<file path="config.mk">
export PLATFORM = sky130hd
export DESIGN_NAME = mem_port_arbiter
export DESIGN_NICKNAME = d
export VERILOG_FILES = /design/src/rtl/mem_port_arbiter.sv
export SDC_FILE = /design/constraint.sdc
export NUM_CORES = 1
export LEC_CHECK = 0
export ABC_AREA = 1
export BUFFER_PORTS_ARGS = -buffer_cell sky130_fd_sc_hd__buf_2
export CAP_MARGIN = 20
export CELL_PAD_IN_SITES_DETAIL_PLACEMENT = 2
export CELL_PAD_IN_SITES_GLOBAL_PLACEMENT = 2
export CORE_MARGIN = 2
export CORE_UTILIZATION = 21
export CTS_CLUSTER_DIAMETER = 150
export DETAILED_ROUTE_END_ITERATION = 8
export MAX_ROUTING_LAYER = met4
export PLACE_DENSITY_LB_ADDON = 0.1
export SLEW_MARGIN = 20
export SYNTH_ARGS = -nofsm -noshare
export SYNTH_HDL_FRONTEND = slang
export SYNTH_SLANG_ARGS = --single-unit
</file>
<file path="constraint.sdc">
create_clock -name CLK -period 2.37 [get_ports CLK]
set_clock_uncertainty 0.2 [all_clocks]
set_input_delay 0.1185 -clock CLK [delete_from_list [all_inputs] [get_ports CLK]]
set_output_delay 0.1185 -clock CLK [all_outputs]
set_load 0.02 [all_outputs]
</file>
<file path="src/rtl/mem_port_arbiter.sv">
// mem_port_arbiter: shares one variable-latency memory port between the core's fetch and data accesses,
// sequencing fetch -> optional data access -> commit and stalling the core so each instruction commits once.
module mem_port_arbiter #(
    parameter int ADDR_WIDTH = 32,
    parameter int DATA_WIDTH = 32,
    parameter int TIMEOUT    = 255
) (
    input  logic                  CLK,
    input  logic                  RST,
    input  logic [ADDR_WIDTH-1:0] IM_addr,
    output logic [DATA_WIDTH-1:0] IM_rdata,
    output logic                  IM_stall,
    input  logic                  DM_REQ,
    input  logic [ADDR_WIDTH-1:0] DM_addr,
    input  logic [DATA_WIDTH-1:0] DM_wdata,
    input  logic                  DM_WEN,
    output logic [DATA_WIDTH-1:0] DM_rdata,
    output logic                  DM_stall,
    input  logic                  HALT,
    output logic                  MEM_req,
    output logic [ADDR_WIDTH-1:0] MEM_addr,
    output logic [DATA_WIDTH-1:0] MEM_wdata,
    output logic                  MEM_WEN,
    input  logic                  MEM_ready,
    input  logic [DATA_WIDTH-1:0] MEM_rdata,
    output logic                  err
);
    typedef enum logic [2:0] {IDLE, FETCH, EXEC, DATA, COMMIT, HALTED} state_t;
    localparam logic [15:0] WAIT_LIM = 16'(TIMEOUT - 1);
    state_t                state_q, state_d;
    logic [15:0]           wait_q, wait_d;
    logic [DATA_WIDTH-1:0] im_q, im_d, dm_q, dm_d;
    logic                  err_q, err_d;
    logic                  done, expire;
    always_comb begin
        MEM_req   = state_q == FETCH || state_q == DATA;
        MEM_addr  = state_q == DATA ? DM_addr : IM_addr;
        MEM_wdata = DM_wdata;
        MEM_WEN   = state_q == DATA && DM_WEN;
        IM_stall  = state_q == IDLE || state_q == FETCH || state_q == HALTED;
        DM_stall  = state_q == EXEC ? DM_REQ : state_q != COMMIT;
        done      = MEM_req && MEM_ready;
        // the last waiting cycle before the limit is where ready still wins
        expire    = MEM_req && !MEM_ready && wait_q == WAIT_LIM;
        wait_d    = MEM_req && !MEM_ready ? wait_q + 16'd1 : 16'd0;
        im_d      = state_q == FETCH && done ? MEM_rdata : im_q;
        dm_d      = state_q == DATA && done && !DM_WEN ? MEM_rdata : dm_q;
        err_d     = err_q || expire;
        state_d   = state_q;
        case (state_q)
            IDLE:    state_d = FETCH;
            FETCH:   state_d = done ? EXEC : expire ? HALTED : FETCH;
            EXEC:    state_d = HALT ? HALTED : DM_REQ ? DATA : FETCH;
            DATA:    state_d = done ? COMMIT : expire ? HALTED : DATA;
            COMMIT:  state_d = FETCH;
            default: state_d = HALTED;
        endcase
    end
    always_ff @(posedge CLK or negedge RST) begin
        if (!RST) begin
            state_q <= IDLE;
            wait_q  <= '0;
            im_q    <= '0;
            dm_q    <= '0;
            err_q   <= 1'b0;
        end else begin
            state_q <= state_d;
            wait_q  <= wait_d;
            im_q    <= im_d;
            dm_q    <= dm_d;
            err_q   <= err_d;
        end
    end
    assign IM_rdata = im_q;
    assign DM_rdata = dm_q;
    assign err      = err_q;
endmodule

</file>
==> report_table.html, run 1 <==
<table>
<tr><th>Metric</th><th>Value</th></tr>
<tr><th colspan="2">Run status</th></tr>
<tr><td>Run status</td><td>finished clean</td></tr>
<tr><th colspan="2">Global route</th></tr>
<tr><td>Maximum number of pins on one net before global-route repair</td><td>70</td></tr>
<tr><td>First-pass GRT wire length</td><td>about 27,000 um</td></tr>
<tr><td>Total Routing Usage GR</td><td>0.1642</td></tr>
<tr><td>Vias in the first global route</td><td>~5,000</td></tr>
<tr><td>Grt total ovfl</td><td>0</td></tr>
<tr><td>Antenna violations before repair</td><td>1</td></tr>
<tr><th colspan="2">Drt</th></tr>
<tr><td>Via total after detailed routing</td><td>4,290</td></tr>
<tr><td>Number of vias per cell after detailed routing</td><td>4.189</td></tr>
<tr><td>Post-route DRC</td><td>0</td></tr>
<tr><td>Detailed-route wire length</td><td>16,280 um</td></tr>
<tr><td>Remaining antenna violation count after routing</td><td>0</td></tr>
<tr><td>Number of iterations in the first detailed-routing pass</td><td>6</td></tr>
<tr><td>WL/cell</td><td>15.89 um</td></tr>
<tr><td>Number of design-rule violations left by the first detailed-router iteration</td><td>155</td></tr>
<tr><th colspan="2">Power</th></tr>
<tr><td>Leakage component of the power</td><td>approximately 3.2 nW</td></tr>
<tr><td>Total power</td><td>just over 7 mW</td></tr>
<tr><td>VDD IR-drop max</td><td>~0.44 mV</td></tr>
<tr><td>Power per cell area</td><td>roughly 1200 nW/um^2</td></tr>
<tr><th colspan="2">Hold path</th></tr>
<tr><td>Worst min-delay path endpoint</td><td>MEM_wdata[10]</td></tr>
<tr><td>Number of cells traversed by the worst hold path</td><td>0</td></tr>
<tr><td>Startpoint of the tightest hold check path</td><td>DM_wdata[10]</td></tr>
<tr><td>Type of the most critical hold path</td><td>input port to primary output</td></tr>
<tr><th colspan="2">Die</th></tr>
<tr><td>Effective utilization at floorplan</td><td>0.2151</td></tr>
<tr><td>Horizontal die dimension</td><td>145.4 um</td></tr>
<tr><td>Core area</td><td>around 20,000 um^2</td></tr>
<tr><td>Num rows</td><td>approximately 50</td></tr>
<tr><td>Die ar.</td><td>about 21,000 um^2</td></tr>
<tr><td>I/O pin total</td><td>between 200 and 300</td></tr>
<tr><td>Die height</td><td>about 150 um</td></tr>
<tr><th colspan="2">Placement</th></tr>
<tr><td>Area after detailed placement</td><td>about 5300 um^2</td></tr>
<tr><td>Half-perimeter wire length of the detailed placement result</td><td>between 10,000 and 15,000 um</td></tr>
<tr><td>Pre-CTS setup slack</td><td>roughly 0.53 ns</td></tr>
<tr><td>Final weighted congestion in routability-driven placement</td><td>roughly 0.76</td></tr>
<tr><td>PortBufs</td><td>202</td></tr>
<tr><th colspan="2">STA</th></tr>
<tr><td>Top achievable clock speed</td><td>about 0.47 GHz</td></tr>
<tr><td>Final Hold Slack</td><td>about 0.037 ns</td></tr>
<tr><td>Setup TNS</td><td>0 ns</td></tr>
<tr><td>Final hold violation count</td><td>0</td></tr>
<tr><td>Final-report setup violation count</td><td>0</td></tr>
<tr><td>Unrepaired setup endpoints after global routing</td><td>false</td></tr>
<tr><td>Slew @ Worst Pin</td><td>between 0.5 and 0.6 ns</td></tr>
<tr><td>Final worst slack</td><td>around 0.22 ns</td></tr>
<tr><td>Worst slew margin relative to its limit</td><td>0.6314</td></tr>
<tr><td>Max-slew violations</td><td>0</td></tr>
<tr><td>Final clock period utilization by the worst path</td><td>0.9062</td></tr>
<tr><td>Final critical-path required period</td><td>between 2 and 2.5 ns</td></tr>
<tr><th colspan="2">Final layout</th></tr>
<tr><td>Most common cell after layout, fill and taps aside</td><td>sky130_fd_sc_hd__nand2_1</td></tr>
<tr><td>Combined area of the multi-input logic cells</td><td>about 1500 um^2</td></tr>
<tr><td>Cell area after layout</td><td>between 5000 and 6000 um^2</td></tr>
<tr><td>Commonest cells after routing, fill and taps aside</td><td>sky130_fd_sc_hd__nand2_1 (224), sky130_fd_sc_hd__buf_2 (201), sky130_fd_sc_hd__dfrtp_1 (84)</td></tr>
<tr><td>Layout net count</td><td>892</td></tr>
<tr><td>Filler cells</td><td>2,356</td></tr>
<tr><td>Share of final-layout standard cells stronger than drive strength 1</td><td>0.3074</td></tr>
<tr><td>Footprint of the flip-flops and latches</td><td>approximately 2100 um^2</td></tr>
<tr><td>Area Growth Syn to Fin</td><td>41.70%</td></tr>
<tr><th colspan="2">Logic synthesis</th></tr>
<tr><td>Post-synth net total</td><td>just under 700</td></tr>
<tr><td>Average size of a mapped cell</td><td>7.595 um^2</td></tr>
<tr><td>Sequential fraction of the synthesis area</td><td>0.5004</td></tr>
<tr><td>Synthesized instance count</td><td>roughly 550</td></tr>
<tr><td>Total standard cell area after synthesis</td><td>about 4200 um^2</td></tr>
<tr><td>Netlist cell types</td><td>25</td></tr>
<tr><td>YS warnings</td><td>0</td></tr>
<tr><td>Synth Register Bits</td><td>84</td></tr>
<tr><th colspan="2">Critical path</th></tr>
<tr><td>RR Startpoint</td><td>state_q[2]</td></tr>
<tr><td>Nature of the critical path startpoint</td><td>flop</td></tr>
<tr><td>FF-to-FF End</td><td>DM_rdata[30]</td></tr>
<tr><td>Arrival time worst endpoint</td><td>between 1.5 and 2 ns</td></tr>
<tr><td>Critical setup path kind</td><td>flop to primary output</td></tr>
<tr><td>R2R depth</td><td>8</td></tr>
<tr><td>Required time of the worst setup path</td><td>2.05 ns</td></tr>
<tr><td>Kind of capture point of the worst setup path</td><td>primary output</td></tr>
<tr><td>Minimum setup slack among reg-to-reg paths</td><td>about 0.54 ns</td></tr>
<tr><td>Top fanout value on the critical path</td><td>34</td></tr>
<tr><th colspan="2">Clocking</th></tr>
<tr><td>Clock buffers created by TritonCTS</td><td>9</td></tr>
<tr><td>Count of H-tree levels built during CTS</td><td>3</td></tr>
<tr><td>Clock-pin slew of the registers on the worst-case setup and hold paths</td><td>around 0.060 ns</td></tr>
<tr><td>Clock sink count</td><td>84</td></tr>
<tr><td>Root Buffer Master</td><td>sky130_fd_sc_hd__clkbuf_16</td></tr>
<tr><td>Clock latency of the later-clocked register in the worst-skew pair</td><td>between 0.3 and 0.4 ns</td></tr>
<tr><td>Resized Gates After CTS</td><td>0</td></tr>
<tr><td>Clock tree buffer depth</td><td>2</td></tr>
<tr><td>Clock tree from TritonCTS</td><td>built</td></tr>
<tr><th colspan="2">Job</th></tr>
<tr><td>Max-cap viol count</td><td>0</td></tr>
</table>
==> cell usage after synthesis <==
library cell / n / share of area
sky130_fd_sc_hd__a21oi_1: 9 / 0.011
sky130_fd_sc_hd__a22oi_1: 1 / 0.0018
sky130_fd_sc_hd__a31oi_1: 1 / 0.0015
sky130_fd_sc_hd__buf_2: 7 / 0.0083
sky130_fd_sc_hd__buf_4: 35 / 0.063
sky130_fd_sc_hd__buf_6: 3 / 0.0080
sky130_fd_sc_hd__clkbuf_1: 10 / 0.0089
sky130_fd_sc_hd__dfrtp_1: 84 / 0.50
sky130_fd_sc_hd__ha_1: 2 / 0.0060
sky130_fd_sc_hd__inv_1: 49 / 0.044
sky130_fd_sc_hd__inv_2: 4 / 0.0036
sky130_fd_sc_hd__nand2_1: 224 / 0.20
sky130_fd_sc_hd__nand2_2: 1 / 0.0015
sky130_fd_sc_hd__nand3_1: 4 / 0.0048
sky130_fd_sc_hd__nand4_1: 2 / 0.0030
sky130_fd_sc_hd__nor2_1: 36 / 0.032
sky130_fd_sc_hd__nor3_1: 6 / 0.0071
sky130_fd_sc_hd__nor3_4: 1 / 0.0039
sky130_fd_sc_hd__nor3b_1: 1 / 0.0018
sky130_fd_sc_hd__o21a_1: 1 / 0.0018
sky130_fd_sc_hd__o21ai_0: 39 / 0.046
sky130_fd_sc_hd__o21ai_1: 30 / 0.036
sky130_fd_sc_hd__o21bai_1: 1 / 0.0018
sky130_fd_sc_hd__xnor2_1: 1 / 0.0021
sky130_fd_sc_hd__xor2_1: 1 / 0.0021
==> through the flow <==
stage | util | std cells
finish | 0.3048 | 1024
global route | 0.3048 | 1024
CTS | 0.3052 | 1024
detailed placement | 0.2707 | 975
global placement | 0.2707 | 975
floorplan | - | 553
==> final cells by class <==
| type | count | share of cell area |
|---|---|---|
| Clock inverter | 2 | 0.01009 |
| Timing Repair Buffer | 247 | 0.2460 |
| Multi-Input combinational cell | 361 | 0.2588 |
| Clock buffer | 11 | 0.04246 |
| Inverter | 53 | 0.03342 |
| Antenna cell | 1 | 0.0004204 |
| Tap cell | 265 | 0.05571 |
| Sequential cell | 84 | 0.3532 |
==> worst max-delay path by stage <==
stage	from	end	slack, ns	depth (start not counted)
after floorplan	state_q[1]	MEM_WEN	0.63	6
after global placement	state_q[2]	MEM_addr[0]	0.58	7
after detailed placement	state_q[2]	IM_rdata[28]	0.53	8
after CTS	RST	wait_q[15]	0.11	4
after global routing	state_q[2]	MEM_addr[0]	0.02	7
final	state_q[2]	MEM_addr[0]	0.22	7
==> worst max-delay path: stages (launching register included) <==
cell,delay (ns)
sky130_fd_sc_hd__dfrtp_1,0.38
sky130_fd_sc_hd__inv_2,0.06
sky130_fd_sc_hd__nand2_1,0.15
sky130_fd_sc_hd__nor2_2,0.07
sky130_fd_sc_hd__inv_2,0.41
sky130_fd_sc_hd__nand2_1,0.15
sky130_fd_sc_hd__nand2_1,0.10
sky130_fd_sc_hd__buf_2,0.16
==> registers in the layout, indices dropped and copies added (netlist names) <==
signal and flops:
DM_rdata 32, IM_rdata 32, wait_q 16, state_q 3
err 1
==> where the power goes <==
| part | internal [mW] | leakage [nW] | switching, mW |
|---|---|---|---|
| sequential | 2.00 | 1.05 | 0.301 |
| clock | 0.964 | 0.154 | 0.577 |
| combinational | 1.03 | 1.99 | 2.25 |
| total | 3.99 | 3.20 | 3.13 |
==> repair_timing <==
action / CTS / global route
hold buffers: 36 / 0
setup buffers: 0 / 0
hold endpoints to repair: 149 / 0
endpoints found under the setup margin: 0 / 13
==> kinds of logic after synthesis <==
group                    after synthesis  share of synthesized area
AO/OA/AOI/OAI                         82                    0.09979
XOR/XNOR                               2                   0.004171
adder cells (fa/ha/maj)                2                   0.005957
buffers and inverters                108                     0.1352
flip-flops                            84                     0.5004
AND/OR/NAND/NOR                      275                     0.2544
==> per-layer routing <==
layer  up-vias  share of wire  GRT usage
li1       2071              -          -
met1      2113           0.40     0.1816
met2        80           0.54     0.2945
met3        26          0.040    0.03699
met4         0          0.017    0.05000
met5         -              0          -
(Power assumes the default switching activity.)
==> run 2, diff against run 1 <==
- SETUP_SLACK_MARGIN: default -> 0.5
==> run 2 against run 1 <==
Cell area grew 17%. Hold slack did not move. Combinational power increased by 32%. Sequential cell count stayed put. Clock-buffer cell count is the same. Core utilization is 5.2 points higher. Fmax rose by 11%. Via count increased by 5.0%. Critical path depth grew 1. Register-to-register slack lost 0.02 ns.
==> report_table.html, run 2 (synthesized netlist as in run 1, its figures left out) <==
<table>
<tr><th>Metric</th><th>Value</th></tr>
<tr><th colspan="2">STA</th></tr>
<tr><td>Worst slew margin relative to its limit</td><td>0.5365</td></tr>
<tr><td>Slew @ Worst Pin</td><td>between 0.6 and 0.7 ns</td></tr>
<tr><td>Final clock period utilization by the worst path</td><td>0.8136</td></tr>
<tr><td>Setup TNS</td><td>0 ns</td></tr>
<tr><td>Final critical-path required period</td><td>roughly 1.9 ns</td></tr>
<tr><td>Top achievable clock speed</td><td>between 0.5 and 0.6 GHz</td></tr>
<tr><td>Final hold violation count</td><td>0</td></tr>
<tr><td>Final-report setup violation count</td><td>0</td></tr>
<tr><td>Unrepaired setup endpoints after global routing</td><td>true</td></tr>
<tr><td>Max-slew violations</td><td>0</td></tr>
<tr><th colspan="2">Clocking</th></tr>
<tr><td>Count of H-tree levels built during CTS</td><td>3</td></tr>
<tr><td>Clock tree from TritonCTS</td><td>built</td></tr>
<tr><td>Clock-pin slew of the registers on the worst-case setup and hold paths</td><td>roughly 0.06 ns</td></tr>
<tr><td>Root Buffer Master</td><td>sky130_fd_sc_hd__clkbuf_16</td></tr>
<tr><td>Clock tree buffer depth</td><td>2</td></tr>
<tr><td>Clock latency of the later-clocked register in the worst-skew pair</td><td>~0.35 ns</td></tr>
<tr><td>Clock sink count</td><td>84</td></tr>
<tr><td>Clock buffers created by TritonCTS</td><td>9</td></tr>
<tr><th colspan="2">Placement</th></tr>
<tr><td>Final weighted congestion in routability-driven placement</td><td>approximately 0.76</td></tr>
<tr><td>Number of placed instances, taps included</td><td>between 900 and 1,000</td></tr>
<tr><td>PortBufs</td><td>202</td></tr>
<tr><td>Area after detailed placement</td><td>between 5000 and 6000 um^2</td></tr>
<tr><td>Half-perimeter wire length of the detailed placement result</td><td>12,200 um</td></tr>
<tr><th colspan="2">Final layout</th></tr>
<tr><td>Fin util</td><td>0.3570</td></tr>
<tr><td>Area Growth Syn to Fin</td><td>65.98%</td></tr>
<tr><td>Footprint of the flip-flops and latches</td><td>~2100 um^2</td></tr>
<tr><td>Commonest cells after routing, fill and taps aside</td><td>sky130_fd_sc_hd__buf_2 (168), sky130_fd_sc_hd__nand2_1 (160), sky130_fd_sc_hd__dfrtp_1 (83)</td></tr>
<tr><td>Most common cell after layout, fill and taps aside</td><td>sky130_fd_sc_hd__buf_2</td></tr>
<tr><td>Post-Layout Cell Count</td><td>1,053</td></tr>
<tr><td>Cell area after layout</td><td>between 6000 and 7000 um^2</td></tr>
<tr><td>Combined area of the multi-input logic cells</td><td>between 1500 and 2000 um^2</td></tr>
<tr><td>Filler cells</td><td>about 2,300</td></tr>
<tr><td>Share of final-layout standard cells stronger than drive strength 1</td><td>0.4231</td></tr>
<tr><td>Layout net count</td><td>about 900</td></tr>
<tr><th colspan="2">Critical path</th></tr>
<tr><td>Kind of capture point of the worst setup path</td><td>primary output</td></tr>
<tr><td>Arrival time worst endpoint</td><td>around 1.6 ns</td></tr>
<tr><td>Nature of the critical path startpoint</td><td>flop</td></tr>
<tr><td>Required time of the worst setup path</td><td>approximately 2 ns</td></tr>
<tr><td>Critical setup path kind</td><td>flop to primary output</td></tr>
<tr><td>Top fanout value on the critical path</td><td>5</td></tr>
<tr><th colspan="2">Hold path</th></tr>
<tr><td>Type of the most critical hold path</td><td>input port to primary output</td></tr>
<tr><th colspan="2">Global route</th></tr>
<tr><td>First-pass GRT wire length</td><td>27,740 um</td></tr>
<tr><td>Grt total ovfl</td><td>0</td></tr>
<tr><td>Total Routing Usage GR</td><td>0.1704</td></tr>
<tr><td>Maximum number of pins on one net before global-route repair</td><td>70</td></tr>
<tr><td>Antenna violations before repair</td><td>1</td></tr>
<tr><td>Vias in the first global route</td><td>5,128</td></tr>
<tr><th colspan="2">Power</th></tr>
<tr><td>VDD IR-drop max</td><td>about 0.46 mV</td></tr>
<tr><td>Power per cell area</td><td>approximately 1200 nW/um^2</td></tr>
<tr><td>Total power</td><td>a little over 8 mW</td></tr>
<tr><td>Leakage component of the power</td><td>about 3.7 nW</td></tr>
<tr><th colspan="2">Die</th></tr>
<tr><td>Die ar.</td><td>roughly 21,000 um^2</td></tr>
<tr><td>Core area</td><td>19,530 um^2</td></tr>
<tr><td>Num rows</td><td>slightly above 50</td></tr>
<tr><td>Horizontal die dimension</td><td>145.4 um</td></tr>
<tr><td>Effective utilization at floorplan</td><td>0.2151</td></tr>
<tr><td>I/O pin total</td><td>between 200 and 300</td></tr>
<tr><td>Die height</td><td>between 100 and 150 um</td></tr>
<tr><th colspan="2">Drt</th></tr>
<tr><td>Detailed-route wire length</td><td>18,810 um</td></tr>
<tr><td>Number of iterations in the first detailed-routing pass</td><td>4</td></tr>
<tr><td>Number of design-rule violations left by the first detailed-router iteration</td><td>around 150</td></tr>
<tr><td>Post-route DRC</td><td>0</td></tr>
<tr><td>WL/cell</td><td>approximately 18 um</td></tr>
<tr><td>Via total after detailed routing</td><td>~4,500</td></tr>
<tr><td>Number of vias per cell after detailed routing</td><td>between 4 and 5</td></tr>
<tr><td>Remaining antenna violation count after routing</td><td>0</td></tr>
<tr><th colspan="2">Run status</th></tr>
<tr><td>Run status</td><td>finished clean</td></tr>
<tr><th colspan="2">Job</th></tr>
<tr><td>Max-cap viol count</td><td>0</td></tr>
</table>
[run 2: final timing paths]
check	startpoint	endpoint	slack, ns	cells after the start
hold reg to reg	err	err	0.26	2
hold / removal	DM_wdata[10]	MEM_wdata[10]	0.04	0
setup / recovery	state_q[2]	MEM_addr[14]	0.44	8
min in group asynchronous	RST	IM_rdata[12]	0.17	3
setup reg to reg	state_q[2]	DM_rdata[18]	0.52	10
max in group asynchronous	RST	IM_rdata[18]	0.78	3
[run 2: layer usage]
| layer | vias to the layer above | routed length (um) | global-route usage |
|---|---|---|---|
| li1 | 2139 | - | - |
| met1 | 2239 | 7720 | 0.1892 |
| met2 | 92 | 9950 | 0.3019 |
| met3 | 35 | 711 | 0.03793 |
| met4 | 0 | 423 | 0.05833 |
| met5 | - | 0 | - |
[run 2: final cells by class]
cell class | instances | area share
Antenna cell | 1 | 0.0003589
Clock buffer | 11 | 0.03625
Clock inverter | 2 | 0.008614
Inverter | 53 | 0.03105
Multi-Input combinational cell | 361 | 0.2656
Sequential cell | 84 | 0.3017
Tap cell | 265 | 0.04756
Timing Repair Buffer | 275 | 0.3072
Timing Repair inverter | 1 | 0.001615
[run 2: power by group]
group	leakage (nW)	internal (mW)	switching, mW	total (mW)
Clock	0.154	0.964	0.585	1.55
Sequential	1.05	2.00	0.313	2.31
Combinational	2.49	1.70	2.65	4.34
Total	3.69	4.66	3.55	8.20
[run 2: per-stage QoR]
stage | worst slack (ns) | hold slack (ns)
finish | 0.4419 | 0.03701
global route | 0.3698 | 0.03703
CTS | 0.4683 | 0.03715
detailed placement | 0.5292 | -0.1823
global placement | 0.5753 | -0.1883
floorplan | 0.6326 | -0.3771
[run 2: repair_timing]
item / CTS / global route
gates cloned: 3 / 8
gates resized for setup: 78 / 115
hold endpoints to repair: 149 / 0
setup buffers: 6 / 11
pin swaps: 8 / 30
setup endpoints to repair: 34 / 88
hold buffers: 36 / 0
[run 2: critical path, cell delays in order, from the launching register on]
cell	delay [ns]
sky130_fd_sc_hd__dfrtp_1	0.40
sky130_fd_sc_hd__inv_2	0.09
sky130_fd_sc_hd__nand2_4	0.06
sky130_fd_sc_hd__nor2_4	0.13
sky130_fd_sc_hd__buf_12	0.16
sky130_fd_sc_hd__buf_12	0.13
sky130_fd_sc_hd__nand2_1	0.06
sky130_fd_sc_hd__nand2_1	0.10
sky130_fd_sc_hd__buf_6	0.13
